$ cat src/rtl/fetch_pkg.sv
`default_nettype none
// ============================================================================
// Module      : fetch_pkg
// Description : Shared types and constants for the instruction-fetch stage:
//               fetch FSM state, data widths, default PC / NOP values and the
//               prefetch FIFO entry layout.
// Revision    : 1.0 - initial release
// ============================================================================
package fetch_pkg;

  localparam int INSTR_W = 16;
  localparam int ADDR_W  = 16;

  localparam logic [INSTR_W-1:0] NOP_INSTR_DEFAULT = 16'h0000;
  localparam logic [ADDR_W-1:0]  RESET_PC_DEFAULT  = 16'h0000;

  // FETCH issues sequential requests; DISCARD waits out a request that a
  // redirect made stale and throws its data away.
  typedef enum logic [0:0] {
    FETCH   = 1'b0,
    DISCARD = 1'b1
  } fetch_state_e;

  typedef struct packed {
    logic [INSTR_W-1:0] instr;
    logic [ADDR_W-1:0]  pc_plus_two;
  } fifo_entry_t;

endpackage : fetch_pkg
`default_nettype wire

$ cat src/rtl/fetch_fifo.sv
`default_nettype none
// ============================================================================
// Module      : fetch_fifo
// Description : Prefetch FIFO between the instruction-memory port and the
//               fetch/decode pipeline register. DEPTH must be a power of two
//               (>= 2) so the pointers wrap naturally. flush has priority
//               over push/pop; a push while full or a pop while empty is
//               ignored.
// Revision    : 1.0 - initial release
// ============================================================================
module fetch_fifo
  import fetch_pkg::*;
#(
  parameter int DEPTH = 2
) (
  input  logic                   clock,
  input  logic                   reset,
  input  logic                   push,
  input  logic                   pop,
  input  logic                   flush,
  input  fifo_entry_t            push_data,
  output fifo_entry_t            head,
  output logic [$clog2(DEPTH):0] count
);

  localparam int PTR_W = $clog2(DEPTH);
  localparam logic [PTR_W:0] FULL_COUNT = (PTR_W+1)'(DEPTH);

  fifo_entry_t      mem [DEPTH];
  logic [PTR_W-1:0] rd_ptr;
  logic [PTR_W-1:0] wr_ptr;
  logic             do_push;
  logic             do_pop;

  assign do_push = push && (count != FULL_COUNT) && !flush;
  assign do_pop  = pop && (count != '0) && !flush;
  assign head    = mem[rd_ptr];

  // Storage write; entries need no reset because count gates visibility.
  always_ff @(posedge clock) begin
    if (do_push) begin
      mem[wr_ptr] <= push_data;
    end
  end

  // Pointer and occupancy bookkeeping; reset and flush both empty the FIFO.
  always_ff @(posedge clock) begin
    if (reset || flush) begin
      rd_ptr <= '0;
      wr_ptr <= '0;
      count  <= '0;
    end else begin
      if (do_push) begin
        wr_ptr <= wr_ptr + 1'b1;
      end
      if (do_pop) begin
        rd_ptr <= rd_ptr + 1'b1;
      end
      case ({do_push, do_pop})
        2'b10:   count <= count + 1'b1;
        2'b01:   count <= count - 1'b1;
        default: count <= count;
      endcase
    end
  end

endmodule : fetch_fifo
`default_nettype wire

$ cat src/rtl/fetch_stage.sv
`default_nettype none
// ============================================================================
// Module      : fetch_stage
// Description : Instruction-fetch front end. Owns the PC, a single-outstanding
//               req/ack instruction-memory port, a prefetch FIFO and the
//               fetch-to-decode pipeline register. Handles decode stalls,
//               redirects (with FIFO squash) and discarding of fetches made
//               stale by a redirect.
//               Optional macro FETCH_BYPASS_EN: when the FIFO is empty and
//               decode is ready, returning data goes straight into the
//               pipeline register (one cycle less latency).
// Revision    : 1.0 - initial release
// ============================================================================
module fetch_stage
  import fetch_pkg::*;
#(
  parameter int                 DEPTH     = 2,
  parameter logic [ADDR_W-1:0]  RESET_PC  = RESET_PC_DEFAULT,
  parameter logic [INSTR_W-1:0] NOP_INSTR = NOP_INSTR_DEFAULT
) (
  input  logic               clock,
  input  logic               reset,
  output logic               imem_req,
  output logic [ADDR_W-1:0]  imem_addr,
  input  logic               imem_ack,
  input  logic [INSTR_W-1:0] imem_rdata,
  input  logic               stall_D,
  input  logic               pc_src,
  input  logic [ADDR_W-1:0]  jump_address,
  output logic [INSTR_W-1:0] instruction,
  output logic [ADDR_W-1:0]  pc_plus_two,
  output logic               instr_valid
);

  localparam int CNT_W = $clog2(DEPTH) + 1;
  localparam logic [CNT_W-1:0] FULL_COUNT = CNT_W'(DEPTH);

  fetch_state_e      state;
  fetch_state_e      state_next;
  logic [ADDR_W-1:0] fetch_pc;
  logic [ADDR_W-1:0] fetch_pc_next;
  logic [ADDR_W-1:0] stale_addr;
  logic [ADDR_W-1:0] stale_addr_next;
  logic [ADDR_W-1:0] pc_inc;

  logic              redirect;
  logic              fetch_accept;
  logic              bypass;
  logic              fifo_push;
  logic              fifo_pop;
  logic              fifo_empty;
  logic              fifo_full;
  logic [CNT_W-1:0]  fifo_count;
  fifo_entry_t       fifo_head;
  fifo_entry_t       push_entry;

  // A redirect while decode is stalled is ignored; decode re-presents it.
  assign redirect   = pc_src && !stall_D;
  assign pc_inc     = fetch_pc + ADDR_W'(2);
  assign fifo_empty = (fifo_count == '0);
  assign fifo_full  = (fifo_count == FULL_COUNT);

`ifdef FETCH_BYPASS_EN
  assign bypass = fetch_accept && fifo_empty && !stall_D;
`else
  assign bypass = 1'b0;
`endif

  assign fifo_push = fetch_accept && !bypass;
  assign fifo_pop  = !stall_D && !redirect && !fifo_empty;

  assign push_entry.instr       = imem_rdata;
  assign push_entry.pc_plus_two = pc_inc;

  fetch_fifo #(
    .DEPTH (DEPTH)
  ) u_fifo (
    .clock     (clock),
    .reset     (reset),
    .push      (fifo_push),
    .pop       (fifo_pop),
    .flush     (redirect),
    .push_data (push_entry),
    .head      (fifo_head),
    .count     (fifo_count)
  );

  // Fetch FSM next-state, PC update and memory-port outputs.
  always_comb begin
    state_next      = state;
    fetch_pc_next   = fetch_pc;
    stale_addr_next = stale_addr;
    imem_req        = 1'b0;
    imem_addr       = fetch_pc;
    fetch_accept    = 1'b0;
    case (state)
      FETCH: begin
        imem_req  = !fifo_full;
        imem_addr = fetch_pc;
        if (redirect) begin
          fetch_pc_next = jump_address;
          // An unacknowledged request cannot be withdrawn; remember it and
          // wait for its ack. A same-cycle ack is simply dropped.
          if (imem_req && !imem_ack) begin
            stale_addr_next = fetch_pc;
            state_next      = DISCARD;
          end
        end else if (imem_req && imem_ack) begin
          fetch_accept  = 1'b1;
          fetch_pc_next = pc_inc;
        end
      end
      DISCARD: begin
        imem_req  = 1'b1;
        imem_addr = stale_addr;
        if (redirect) begin
          fetch_pc_next = jump_address;
        end
        if (imem_ack) begin
          state_next = FETCH;
        end
      end
      default: begin
        state_next = FETCH;
      end
    endcase
    if (reset) begin
      imem_req = 1'b0;
    end
  end

  // Fetch FSM state, PC and stale-address registers.
  always_ff @(posedge clock) begin
    if (reset) begin
      state      <= FETCH;
      fetch_pc   <= RESET_PC;
      stale_addr <= '0;
    end else begin
      state      <= state_next;
      fetch_pc   <= fetch_pc_next;
      stale_addr <= stale_addr_next;
    end
  end

  // Fetch-to-decode pipeline register: bubble on redirect, hold on stall,
  // otherwise take the FIFO head (or bypassed memory data) or a bubble.
  always_ff @(posedge clock) begin
    if (reset) begin
      instruction <= NOP_INSTR;
      pc_plus_two <= '0;
      instr_valid <= 1'b0;
    end else if (redirect) begin
      instruction <= NOP_INSTR;
      instr_valid <= 1'b0;
    end else if (!stall_D) begin
      if (bypass) begin
        instruction <= imem_rdata;
        pc_plus_two <= pc_inc;
        instr_valid <= 1'b1;
      end else if (!fifo_empty) begin
        instruction <= fifo_head.instr;
        pc_plus_two <= fifo_head.pc_plus_two;
        instr_valid <= 1'b1;
      end else begin
        instruction <= NOP_INSTR;
        instr_valid <= 1'b0;
      end
    end
  end

endmodule : fetch_stage
`default_nettype wire

$ cat config.mk
export PLATFORM = sky130hd
export DESIGN_NAME = fetch_stage
export DESIGN_NICKNAME = d
export VERILOG_FILES = /design/src/rtl/fetch_pkg.sv /design/src/rtl/fetch_fifo.sv /design/src/rtl/fetch_stage.sv
export SDC_FILE = /design/constraint.sdc
export NUM_CORES = 1
export LEC_CHECK = 0
export BUFFER_PORTS_ARGS = -buffer_cell sky130_fd_sc_hd__buf_2
export CORE_MARGIN = 2
export CORE_UTILIZATION = 60
export DETAILED_ROUTE_END_ITERATION = 10
export PLACE_DENSITY = 0.81
export SLEW_MARGIN = 20
export SYNTH_ARGS = -nofsm -noshare
export SYNTH_HDL_FRONTEND = slang
export SYNTH_SLANG_ARGS = --single-unit
export TNS_END_PERCENT = 10
$ cat constraint.sdc
create_clock -name clock -period 6.2 [get_ports clock]
set_input_delay 0.62 -clock clock [delete_from_list [all_inputs] [get_ports clock]]
set_output_delay 0.62 -clock clock [all_outputs]
set_load 0.05 [all_outputs]
# After elaboration in Yosys (flattened, before gate mapping)
# Memories as Yosys holds them, arrays and structs flattened. A register that Yosys moved wholly into a read port is not among the register bits.
# Index checks and enable logic that the tools add are counted.
dict set report word_totals {
  register_bits 70
  ram_bits 64
  inputBits 37
  out_inout_bits 50
  wordCells 68
  mem_count 1
}
dict set report op_classes {
  add_sub_neg 5
  eq_ne 6
  mux 21
  bitwise_logic 4
  n_reduce_logical 22
}
# memory depth word_bits read_ports rd_ports_with_merged_regs write_ports line
set mem_list {}
lappend mem_list {u_fifo.mem 2 32 1 1 1 fetch_fifo.sv:29} ;# fifo_entry_t mem [DEPTH];
# op n
set ops {}
lappend ops {{$mux 16} 4}
lappend ops {{$pmux 16 s2} 2}
lappend ops {{$add 16x2->16 const B} 1}
lappend ops {{$mux 1} 12}
lappend ops {{$logic_and 1x1->1} 9}
lappend ops {{$reduce_and 3->1} 2}
lappend ops {{$logic_not 1->1} 5}
lappend ops {{$eq 2x2->1 const B} 2}
lappend ops {{$not 1->1} 4}
lappend ops {{$pmux 1 s2} 2}
lappend ops {{$pmux 2 s2} 1}
lappend ops {{$reduce_bool 2->1} 2}
lappend ops {{$ne 3x2->1 const B} 1}
lappend ops {{$add 1x1->1 const B} 2}
lappend ops {{$add 2x1->2 const B} 1}
lappend ops {{$eq 2x1->1 const B} 1}
lappend ops {{$logic_not 2->1} 1}
lappend ops {{$ne 2x1->1 const B} 1}
lappend ops {{$ne 2x2->1 const B} 1}
lappend ops {{$reduce_and 2->1} 1}
lappend ops {{$reduce_or 2->1} 1}
lappend ops {{$sub 2x1->2 const B} 1}
lappend ops {{$logic_or 1x1->1} 1}

# Depth between registers and ports, before layout
dict set report depth {
  depth_word 10
  mapped_depth 8
  depth_no_buf 7
}

# Modules after synthesis
# Synthesis repeated with hierarchy kept, for this count alone.
dict set report unflattened {
  hier_cells 483
  hier_area_um2 5522.8
}
# module instances cells_each area_each_um2 seq_area_each_um2
set by_module_without_submodules {}
lappend by_module_without_submodules {fetch_stage 1 357 2990.4 1321.3}
lappend by_module_without_submodules {fetch_fifo 1 126 2532.4 2021.9}

# Least setup slack after synthesis
# No wires, ideal clock.
dict set report synth_path {
  path_kind {in2reg}
  start {input pc_src}
  end {memory u_fifo.mem[0][0] (netlist name), enable pin}
  setup_ns 0.421
  t_arrival_ns 2.648
  t_required_ns 5.779
  path_slack_ns 3.131
  cell_stages 4
  path_cell_list {nor2b_1 > nor3_1 > inv_1 > nor2_1}
}
dict set report synth_between {
  elab_chain_cells 7
  elab_cells_between_ends 8
  cone_classes {mux (4); reduce/logical (4)}
}
# item line
set synth_rtl {}
lappend synth_rtl {{start, declared} fetch_stage.sv:28} ;# input logic pc_src,
lappend synth_rtl {{$logic_and 1x1->1 *} fetch_stage.sv:58} ;# assign redirect = pc_src && !stall_D;
lappend synth_rtl {{$mux 1} fetch_stage.sv:100} ;# if (redirect) begin
lappend synth_rtl {{$mux 1} fetch_stage.sv:96} ;# case (state)
lappend synth_rtl {{$logic_and 1x1->1} fetch_fifo.sv:35} ;# assign do_push = push && (count != FULL_COUNT) && !flush;
lappend synth_rtl {{$logic_and 1x1->1 *} fetch_fifo.sv:35}
lappend synth_rtl {{$mux 1 *} fetch_fifo.sv:41} ;# if (do_push) begin
lappend synth_rtl {{$mux 1 (implied by the code) *} fetch_fifo.sv:42} ;# mem[wr_ptr] <= push_data;
lappend synth_rtl {{end, declared} fetch_fifo.sv:29}
# Every way passes the cells marked *; elsewhere a longest branch is shown, timed or not.

# Worst setup path after layout
dict set report layout_path {
  start {register state}
  end {register u_fifo.count[1]}
}
dict set report layout_between {
  elab_chain_cells 5
  elab_cells_between_ends 7
  cone_classes {eq/ne (2); mux (2); reduce/logical (3)}
}
# item line
set layout_rtl {}
lappend layout_rtl {{start, declared} fetch_stage.sv:38} ;# fetch_state_e state;
lappend layout_rtl {{start signal, assigned} fetch_stage.sv:139} ;# state <= state_next;
lappend layout_rtl {{$mux 1 *} fetch_stage.sv:96}
lappend layout_rtl {{$logic_and 1x1->1 * (2 in series)} fetch_fifo.sv:35}
lappend layout_rtl {{$eq 2x1->1 or $eq 2x2->1 (tied branches)} fetch_fifo.sv:59} ;# case ({do_push, do_pop})
lappend layout_rtl {{$pmux 2 s2 or $reduce_bool 2->1 (tied branches)} n/a}
lappend layout_rtl {{end signal, assigned} fetch_fifo.sv:60} ;# 2'b10: count <= count + 1'b1;
lappend layout_rtl {{end signal, assigned} fetch_fifo.sv:61} ;# 2'b01: count <= count - 1'b1;
lappend layout_rtl {{end signal, assigned} fetch_fifo.sv:62} ;# default: count <= count;
lappend layout_rtl {{end, declared} fetch_fifo.sv:23} ;# output logic [$clog2(DEPTH):0] count
# Marks and branches as above.
# A chain may end at the register's enable or synchronous reset.

==> flow_summary.toml <==
[timing]
worstMarginPinSlew_ns = 1.014
slew-limit-headroom_pct = 32.41
rsz0062_at_grt = "no"
finalSetupViolCount = 0
timing.fmax_mhz = 364.0
fin_crit_sh_pct = 44.31
hold_viol_final = 0
min_period_ns = 2.747
fin_skew_ns = 0.007527
maxSlewViolCount = 0
tns_ns = 0

[power]
cellPowerDensity_mw_per_mm2 = 343.1
ir_worst_vdd_v = 0.0002377
leakage_nw = 2.615
power_mw = 2.280

[synth]
synthArstFlopShare_pct = 0
synth_ff_type = "dfxtp_1"
synth-seq-cells = 135
synth_top_area_share_pct = 34.19
seq_area_frac_synth_pct = 59.48
synthTopCellsByCount = "nor2_1 (81), dfxtp_1 (71), edfxtp_1 (64)"
synth.area.top_cells = "edfxtp_1 (34%), dfxtp_1 (25%), mux2i_1 (8.9%), nor2_1 (5.4%), a211oi_1 (2.7%)"
synth_edf_count = 64
syn_avg_cell_area_um2 = 11.40
syn_area_mm2 = 0.005620
synth.most_common_cell = "nor2_1"
yosysWarnings = 0
postSynthCellCount = 493
syn-num-nets = 532
synth_largest_area_cell = "edfxtp_1"
yosysUniqueCellTypes = 47

[cts]
ctsHoldBuffers = 0
cts_root_buf = "clkbuf_8"
clock_latency_ns = 0.52
cts_max_level = 4
cts_setup_buffers = 0
cts_tree = "built"
cts_buffers = 17
ctsResizeCount = 0
clkSinkCount = 135
cts_max_path_buffers = 2
cts.reportedPaths.clkPinSlew_ns = 0.06

[cells_and_area]
multi_input_comb_area_mm2 = 0.002078
fin_util_pct = 72.62
num-fill-cells = 608
antenna_cells = 0
regArea_mm2 = 0.003344
drive_above_1_share_pct = 24.44
final_cell_count_no_fill = 688
nets = 603
synthToLayoutAreaGrowth_pct = 18.25

[grt]
antenna_found_initial = 0
grt_max_degree = 56
track_usage_pct = 25.64
grt_pass1_vias = 4006
overflow = 0
grt_pass1_wl_mm = 19.84

[setup_path]
r2r-start = "state"
worst-r2r-cell-count = 6
start_kind = "flip-flop"
reg2reg_slack_ns = 3.45
rr_endpoint = "u_fifo.count[1]"
worstPathArrival_ns = 3.18
required_ns = 6.63
criticalPathCategory = "reg -> reg"
endpoint_kind = "flip-flop"
critPathMaxFanout = 27

[job]
cap_violations = 0

[drt]
num_vias = 4114
wire_per_inst_um = 17.95
first_iter_violations = 416
detail_route.vias_per_cell = 5.980
drc_errors = 0
finalWirelength_mm = 12.35
first_pass_iters = 6
ant_nets = 0

[placed_design]
gp_congestion = 0.8509
numPortBuffers = 86
hpwl_mm = 7.636
placed_cells = 656

[die]
io_pins = 87
core_mm2 = 0.009153
num_rows = 35
initial_core_util_pct = 61.41
die_w_um = 100.8
die_h_um = 100.8
die_area_mm2 = 0.01016

[min_path]
min_from = "imem_rdata[6]"
min_to = "u_fifo.mem[0][22]"
hold_path.class = "in -> reg"
hold-path-cell-count = 1

[status]
status = "completed"
[where the power goes]
group | internal (mW) | leakage [nW] | switching (mW)
clock network | 0.641 | 0.295 | 0.387
registers | 0.985 | 1.18 | 0.0382
logic | 0.0717 | 1.14 | 0.157
total | 1.70 | 2.62 | 0.582
[metal layers]
layer | part of all wire [%] | GRT usage [%] | vias to the layer above | wire length (µm)
met3 | 8.2 | 7.212 | 29 | 1009
met4 | 2.1 | 9.273 | 0 | 259
met1 | 40 | 32.53 | 1966 | 4962
li1 | - | - | 1913 | -
met2 | 50 | 42.15 | 206 | 6120
met5 | 0 | 0 | - | 0
[final cells by class]
| cell class | count | share of cell area [%] |
|---|---|---|
| clock buffers | 19 | 6.664 |
| well taps | 111 | 2.090 |
| clock inverters | 13 | 2.560 |
| repair buffers | 90 | 6.928 |
| inverters | 3 | 0.1694 |
| flip-flops and latches | 135 | 50.32 |
| multi-input cells | 317 | 31.27 |
[worst max-delay path by stage]
| stage | from | end | slack [ns] | depth (start not counted) |
|---|---|---|---|---|
| global route | state | imem_addr[7] | 3.36 | 2 |
| global placement | stall_D | u_fifo.count[1] | 2.91 | 6 |
| finish | state | u_fifo.count[1] | 3.45 | 6 |
| detailed placement | stall_D | u_fifo.count[1] | 3.22 | 6 |
| CTS | state | imem_addr[7] | 3.47 | 2 |
| floorplan | pc_src | u_fifo.mem[0][0] | 3.13 | 4 |
[worst max-delay path, stage by stage (launching register included)]
cell      delay [ns]
dfxtp_1         0.61
nand2b_4        0.30
nor3_1          0.50
inv_1           0.25
ha_1            0.38
or3_1           0.42
a21oi_1         0.18
[layout by cell type, fill, tap and decap left out, types with 2 or more instances in the layout]
cell type | synthesis | final
nor3_1 | 3 | 3
or4_1 | 4 | 4
o21ai_0 | 10 | 10
nand4_1 | 10 | 10
buf_2 | 9 | 86
a211oi_1 | 20 | 20
edfxtp_1 | 64 | 64
xnor2_1 | 11 | 11
a21oi_1 | 28 | 28
or3_1 | 4 | 4
and4_1 | 2 | 2
o21a_1 | 3 | 3
xor2_1 | 9 | 9
mux2_2 | 13 | 13
dfxtp_1 | 71 | 70
nor4_1 | 2 | 2
nand2_1 | 24 | 24
clkinv_2 | 0 | 2
o31ai_1 | 2 | 2
bufinv_16 | 0 | 3
inv_1 | 3 | 3
clkinv_4 | 0 | 4
nand2b_1 | 6 | 6
nor2b_1 | 6 | 6
clkinvlp_4 | 0 | 2
a311oi_1 | 2 | 2
nand3_1 | 5 | 5
mux2i_1 | 50 | 50
buf_4 | 7 | 4
nor2_1 | 81 | 80
o221ai_1 | 2 | 2
nand3b_1 | 3 | 3
clkbuf_16 | 0 | 17
ha_1 | 2 | 2
[stage by stage]
stage	hold slack [ns]	cell area [µm²]	setup WS, ns
after detailed placement	0.4613	6033	3.218
after floorplan	0.4579	5620	3.131
after global routing	0.2662	6646	3.361
final	0.2826	6646	3.453
after CTS	0.2741	6646	3.468
after global placement	0.4609	6028	2.909
[registers in the layout (all words and copies together) (netlist names), named ones only]
name,cells
u_fifo.mem,64
stale_addr,16
fetch_pc,16
pc_plus_two,16
instr_valid,1
u_fifo.rd_ptr,1
u_fifo.count,2
state,1
u_fifo.wr_ptr,1
instruction,16
[cells by family (layout without fill, tap and decap cells)]
logic type	count (synthesis)	after routing	share of synthesized area [%]
adder cells (fa/ha/maj)	2	2	0.4452
AO/OA/AOI/OAI	76	76	8.771
flip-flops	135	135	59.48
multiplexers	63	63	11.51
XOR/XNOR	20	20	3.117
buffers and inverters	41	125	3.673
AND/OR/NAND/NOR	156	156	13.00
No activity file was read; power rests on OpenSTA's default activity.
